<file path="src/rtl/arbitro_pkg.sv">
// Shared types and constants for the round referee.
// Holds the FSM state encoding, the LFSR seed/taps and the LFSR step function.
package arbitro_pkg;

  typedef enum logic [2:0] {
    IDLE,
    ARM,
    WAIT,
    GO,
    RESULT
  } state_t;

  localparam logic [15:0] LFSR_SEED = 16'hACE1;

  // Fibonacci taps 16,14,13,11 expressed as bit indices.
  localparam int TAP_A = 15;
  localparam int TAP_B = 13;
  localparam int TAP_C = 12;
  localparam int TAP_D = 10;

  function automatic logic [15:0] lfsr_next(input logic [15:0] s);
    logic fb;
    fb = s[TAP_A] ^ s[TAP_B] ^ s[TAP_C] ^ s[TAP_D];
    return {s[14:0], fb};
  endfunction

endpackage

</file>
<file path="src/rtl/sync_edge.sv">
// Two-flop synchronizer followed by a rising-edge pulse generator.
// Ports: clock, reset (async, high), raw in; level (synced), rise (1-cycle pulse).
module sync_edge (
  input  logic clock,
  input  logic reset,
  input  logic raw,
  output logic level,
  output logic rise
);

  logic meta;
  logic prev;

  always_ff @(posedge clock or posedge reset) begin
    if (reset) begin
      meta  <= 1'b0;
      level <= 1'b0;
      prev  <= 1'b0;
    end else begin
      meta  <= raw;
      level <= meta;
      prev  <= level;
    end
  end

  assign rise = level & ~prev;

endmodule

</file>
<file path="src/rtl/arbitro_rodada.sv">
// Round referee for the two-player reaction game: random delay, go light,
// winner/false-start decision. Ports: clock, reset, start, b1, b2, game_over
// in; go_led, p1vic, p2vic, busy out.
module arbitro_rodada
  import arbitro_pkg::*;
#(
  parameter int MIN_WAIT    = 100_000_000,
  parameter int RAND_SHIFT  = 11,
  parameter int GO_TIMEOUT  = 300_000_000,
  parameter int RESULT_HOLD = 50_000_000,
  parameter int CNT_W       = 32
) (
  input  logic clock,
  input  logic reset,
  input  logic start,
  input  logic b1,
  input  logic b2,
  input  logic game_over,
  output logic go_led,
  output logic p1vic,
  output logic p2vic,
  output logic busy
);

  state_t state;
  state_t state_nx;

  logic [CNT_W-1:0] cnt;
  logic [CNT_W-1:0] cnt_nx;
  logic [CNT_W-1:0] delay;
  logic [15:0]      lfsr;
  logic             p1_nx;
  logic             p2_nx;

  logic st_lvl;
  logic st_rise;
  logic b1_lvl;
  logic b1_rise;
  logic b2_lvl;
  logic b2_rise;

  sync_edge u_start (
    .clock(clock),
    .reset(reset),
    .raw  (start),
    .level(st_lvl),
    .rise (st_rise)
  );

  sync_edge u_b1 (
    .clock(clock),
    .reset(reset),
    .raw  (b1),
    .level(b1_lvl),
    .rise (b1_rise)
  );

  sync_edge u_b2 (
    .clock(clock),
    .reset(reset),
    .raw  (b2),
    .level(b2_lvl),
    .rise (b2_rise)
  );

  // Sum is truncated to the counter width on purpose.
  assign delay = CNT_W'(MIN_WAIT)
               + (CNT_W'(lfsr) << RAND_SHIFT);

  always_ff @(posedge clock or posedge reset) begin
    if (reset) begin
      lfsr <= LFSR_SEED;
    end else begin
      lfsr <= lfsr_next(lfsr);
    end
  end

  always_ff @(posedge clock or posedge reset) begin
    if (reset) begin
      state <= IDLE;
      cnt   <= '0;
      p1vic <= 1'b0;
      p2vic <= 1'b0;
    end else begin
      state <= state_nx;
      cnt   <= cnt_nx;
      p1vic <= p1_nx;
      p2vic <= p2_nx;
    end
  end

  always_comb begin
    state_nx = state;
    cnt_nx   = cnt;
    p1_nx    = p1vic;
    p2_nx    = p2vic;
    unique case (state)
      IDLE: begin
        if (st_rise && !game_over) begin
          state_nx = ARM;
        end
      end
      ARM: begin
        if (game_over) begin
          state_nx = IDLE;
        end else if (!b1_lvl && !b2_lvl) begin
          cnt_nx   = delay;
          state_nx = WAIT;
        end
      end
      WAIT: begin
        if (game_over) begin
          state_nx = IDLE;
        end else if (b1_rise || b2_rise) begin
          // Early press hands the point to the other player.
          state_nx = RESULT;
          cnt_nx   = CNT_W'(RESULT_HOLD);
          p1_nx    = b2_rise && !b1_rise;
          p2_nx    = b1_rise && !b2_rise;
        end else if (cnt == '0) begin
          state_nx = GO;
          cnt_nx   = CNT_W'(GO_TIMEOUT);
        end else begin
          cnt_nx = cnt - CNT_W'(1);
        end
      end
      GO: begin
        if (game_over) begin
          state_nx = IDLE;
        end else if (b1_rise || b2_rise) begin
          state_nx = RESULT;
          cnt_nx   = CNT_W'(RESULT_HOLD);
          p1_nx    = b1_rise && !b2_rise;
          p2_nx    = b2_rise && !b1_rise;
        end else if (cnt == '0) begin
          state_nx = RESULT;
          cnt_nx   = CNT_W'(RESULT_HOLD);
        end else begin
          cnt_nx = cnt - CNT_W'(1);
        end
      end
      RESULT: begin
        // Flag leaves on the edge that ends the hold.
        if (cnt <= CNT_W'(1)) begin
          state_nx = IDLE;
          cnt_nx   = '0;
          p1_nx    = 1'b0;
          p2_nx    = 1'b0;
        end else begin
          cnt_nx = cnt - CNT_W'(1);
        end
      end
      default: begin
        state_nx = IDLE;
        p1_nx    = 1'b0;
        p2_nx    = 1'b0;
      end
    endcase
  end

  assign go_led = (state == GO);
  assign busy   = (state != IDLE);

endmodule

</file>
<file path="config.mk">
export PLATFORM = sky130hd
export DESIGN_NAME = arbitro_rodada
export DESIGN_NICKNAME = d
export VERILOG_FILES = /design/src/rtl/arbitro_pkg.sv /design/src/rtl/sync_edge.sv /design/src/rtl/arbitro_rodada.sv
export SDC_FILE = /design/constraint.sdc
export NUM_CORES = 1
export LEC_CHECK = 0
export ABC_AREA = 1
export BUFFER_PORTS_ARGS = -buffer_cell sky130_fd_sc_hd__buf_2
export CORE_UTILIZATION = 68
export DETAILED_ROUTE_END_ITERATION = 8
export PLACE_DENSITY = 0.86
export SETUP_SLACK_MARGIN = 0.1
export SYNTH_ARGS = -nofsm -noshare
export SYNTH_HDL_FRONTEND = slang
export SYNTH_SLANG_ARGS = --single-unit
export TNS_END_PERCENT = 1
</file>
<file path="constraint.sdc">
create_clock -name clock -period 3.9 [get_ports clock]
set_clock_uncertainty 0.15 [all_clocks]
set_input_delay 0 -clock clock [delete_from_list [all_inputs] [get_ports clock]]
set_output_delay 0 -clock clock [all_outputs]
set_load 0.005 [all_outputs]
</file>
==> results.txt <==
Register area share after synthesis = 40.7%
Final Max Slew Viols = 0
FF-to-FF Start = state[1]
Actual slew at the worst max-slew pin = 784 ps
First-pass GRT wire length = 16700 um
R2r worst-path depth = 9
Most frequent cells in the layout = nand2_1 (140), nor2_1 (82), dfrtp_1 (54)
Post-CTS Resized = 0
Instance count on the critical path = 9
Setup bufs post-CTS = 0
Pwr dens = 806 mW/mm^2
Dpl cell area = 0.00395 sq mm
Critical Path Sink Type = register
CP max stage cell = dfrtp_1
Final setup viols = 0
Largest net degree at the start of global routing = 63
Max VDD drop = 0.543 mV
Final-stage net count = 552
Vias in the first global route = 3578
Synth unique cells = 32
DRC Markers = 0
Wire length per cell = 16.1 um
Critical-path cell list = inv_2 > nand2_1 > nor2_1 > a21oi_2 > nand2_4 > clkinv_2 > or2_1 > nand2_1 > inv_1
Tot GR Track Use = 36.5%
Status = finished clean
Starting Density = 72.8%
Post-synth top area share = 35.2%
Area Growth Syn to Fin = 10.6%
Horiz. Die Dim = 77.1 um
Hold crit path type = input port to register
Layout cell share with drive strength beyond 1 = 14.8%
Mean Syn Cell Area = 7.36 sq um
Worst path required time = 4010 ps
Post-Syn Nets = 531
DR vias = 3663
Core Area = 0.00527 sq mm
Htree depth = 3
Synthesized flop and latch total = 62
Hold slack = 151 ps
End point of the critical path = cnt[20]
Drt first pass iters = 5
Cells after Synth = 521
Clock-pin slew of the registers on the worst-case setup and hold paths = 80 ps
Root Driver = clkbuf_8
R2R setup slack = 1600 ps
Commonest non-fill, non-tap cell in the layout = nand2_1
Largest delay contributor family on the critical path = simple AND/OR/NAND/NOR gates
Post-route cell area = 0.00424 sq mm
WL final = 9910 um
Max-cap violation count = 0
Port bufs = 9
Number of diodes = 0
Worst EP arrival = 2400 ps
R2R Path End = cnt[20]
Die height = 77.1 um
Max Buffers Root-to-Sink = 2
Std-Cell Rows = 26
Initial antenna violation count = 0
RSZ-0062 raised after global routing = no
Setup TNS = 0 ps
Slew margin rel. = 47.7%
Shortest period the worst path allows = 2300 ps
LEAKAGE = 0.00206 uW
TritonCTS Buffers = 9
HPWL Detailed = 6590 um
CTS tree = built
Initial DRC Count = 260
Clk sinks = 62
Worst path max stage delay = 450 ps
Worst Setup Start Kind = register
Overflow after GRT = 0
WP buf/inv = 3
Die ar. = 0.00594 sq mm
Final hold vios = 0
Routability congestion estimate = 0.932
Clock latency on the worst-skew pair = 350 ps
Hold Crit Start = b2
DRT antenna net count = 0
CP max FO = 27
Crit-path most repeated cell = nand2_1
Dominant cells by area after synthesis = dfrtp_1 (35%), nand2_1 (14%), nor2_1 (8.0%)
Ys Warns = 0
Via density = 5.94
Yosys top cell by area = dfrtp_1
CP Launch Point = state[1]
Synthesized cell area = 0.00383 sq mm
F_max = 436 MHz
Setup CP Type = register to register
Top-level I/O count = 10
Fin crit share = 58.9%
worst min-delay path by stage:
stage                         to  slack (ps)  cells after the start
CTS                    u_b2.meta         150                      2
finish                 u_b2.meta         150                      2
detailed placement     u_b2.meta         -30                      1
global route        u_start.meta         160                      2
global placement       u_b1.meta         -40                      1
floorplan              u_b1.meta        -120                      0
metrics by stage:
stage               std cells  util (%)  setup WS, ps  total power, uW
floorplan                 521         -          2120             2250
global placement          596      74.9          1770             2550
detailed placement        596      74.9          1640             2630
CTS                       617      80.5          1630             3360
global route              617      80.5          1470             3650
finish                    617      80.5          1600             3420
report_power, final:
part / internal (uW) / total, uW / switching (uW)
combinational: 531 / 1710 / 1180
clock: 426 / 710 / 284
sequential: 805 / 1000 / 197
total: 1760 / 3420 / 1660
synthesized netlist by cell type:
library cell,number
nand3_2,3
inv_1,46
o21ai_1,8
nand2_1,140
a21oi_2,1
buf_6,1
dfrtp_1,54
a22oi_1,3
nand4_1,12
nor2_2,15
inv_2,7
nor3_1,3
nand2_4,3
clkbuf_1,1
clkinv_2,1
nand2_2,7
o22ai_1,1
ha_1,4
nand3_1,37
nor2_1,82
o32ai_1,1
buf_2,3
xnor2_1,12
nand3b_1,1
nor2_4,5
dfstp_2,8
xor2_1,19
or2_1,1
a21oi_1,24
nand3_4,3
a31o_2,1
o21ai_0,14
state kept, by name (all words and copies together) (netlist names):
register / count
cnt: 32
lfsr: 16
p1vic: 1
p2vic: 1
state: 3
u_b1.level: 1
u_b1.meta: 1
u_b1.prev: 1
u_b2.level: 1
u_b2.meta: 1
u_b2.prev: 1
u_start.level: 1
u_start.meta: 1
u_start.prev: 1
area by class of cell:
class,count,area (sq um)
tap,70,87.6
fill,352,1030
sequential,62,1560
inverter,54,204
clock buffer,9,124
multi-input combinational,400,2040
timing repair buffer,15,103
clock inverter,7,123
logic make-up after synthesis:
group | synth area share, %
buf+inv | 6.10
xor+xnor | 7.08
compound gates | 7.44
simple gates | 37.4
flops | 40.7
fa+ha+maj | 1.31
routing by layer:
| metal | up-vias | GRT usage, % | routed length (um) |
|---|---|---|---|
| li1 | 1701 | - | - |
| met1 | 1758 | 45.1 | 4090 |
| met2 | 171 | 59.5 | 4760 |
| met3 | 33 | 8.69 | 757 |
| met4 | 0 | 18.9 | 300 |
| met5 | - | 0 | 0 |
repair_timing:
action | CTS | global route
endpoints found under the hold margin | 60 | 0
hold buffers | 5 | 0
endpoints found under the setup margin | 0 | 0
(Power assumes the default switching activity.)
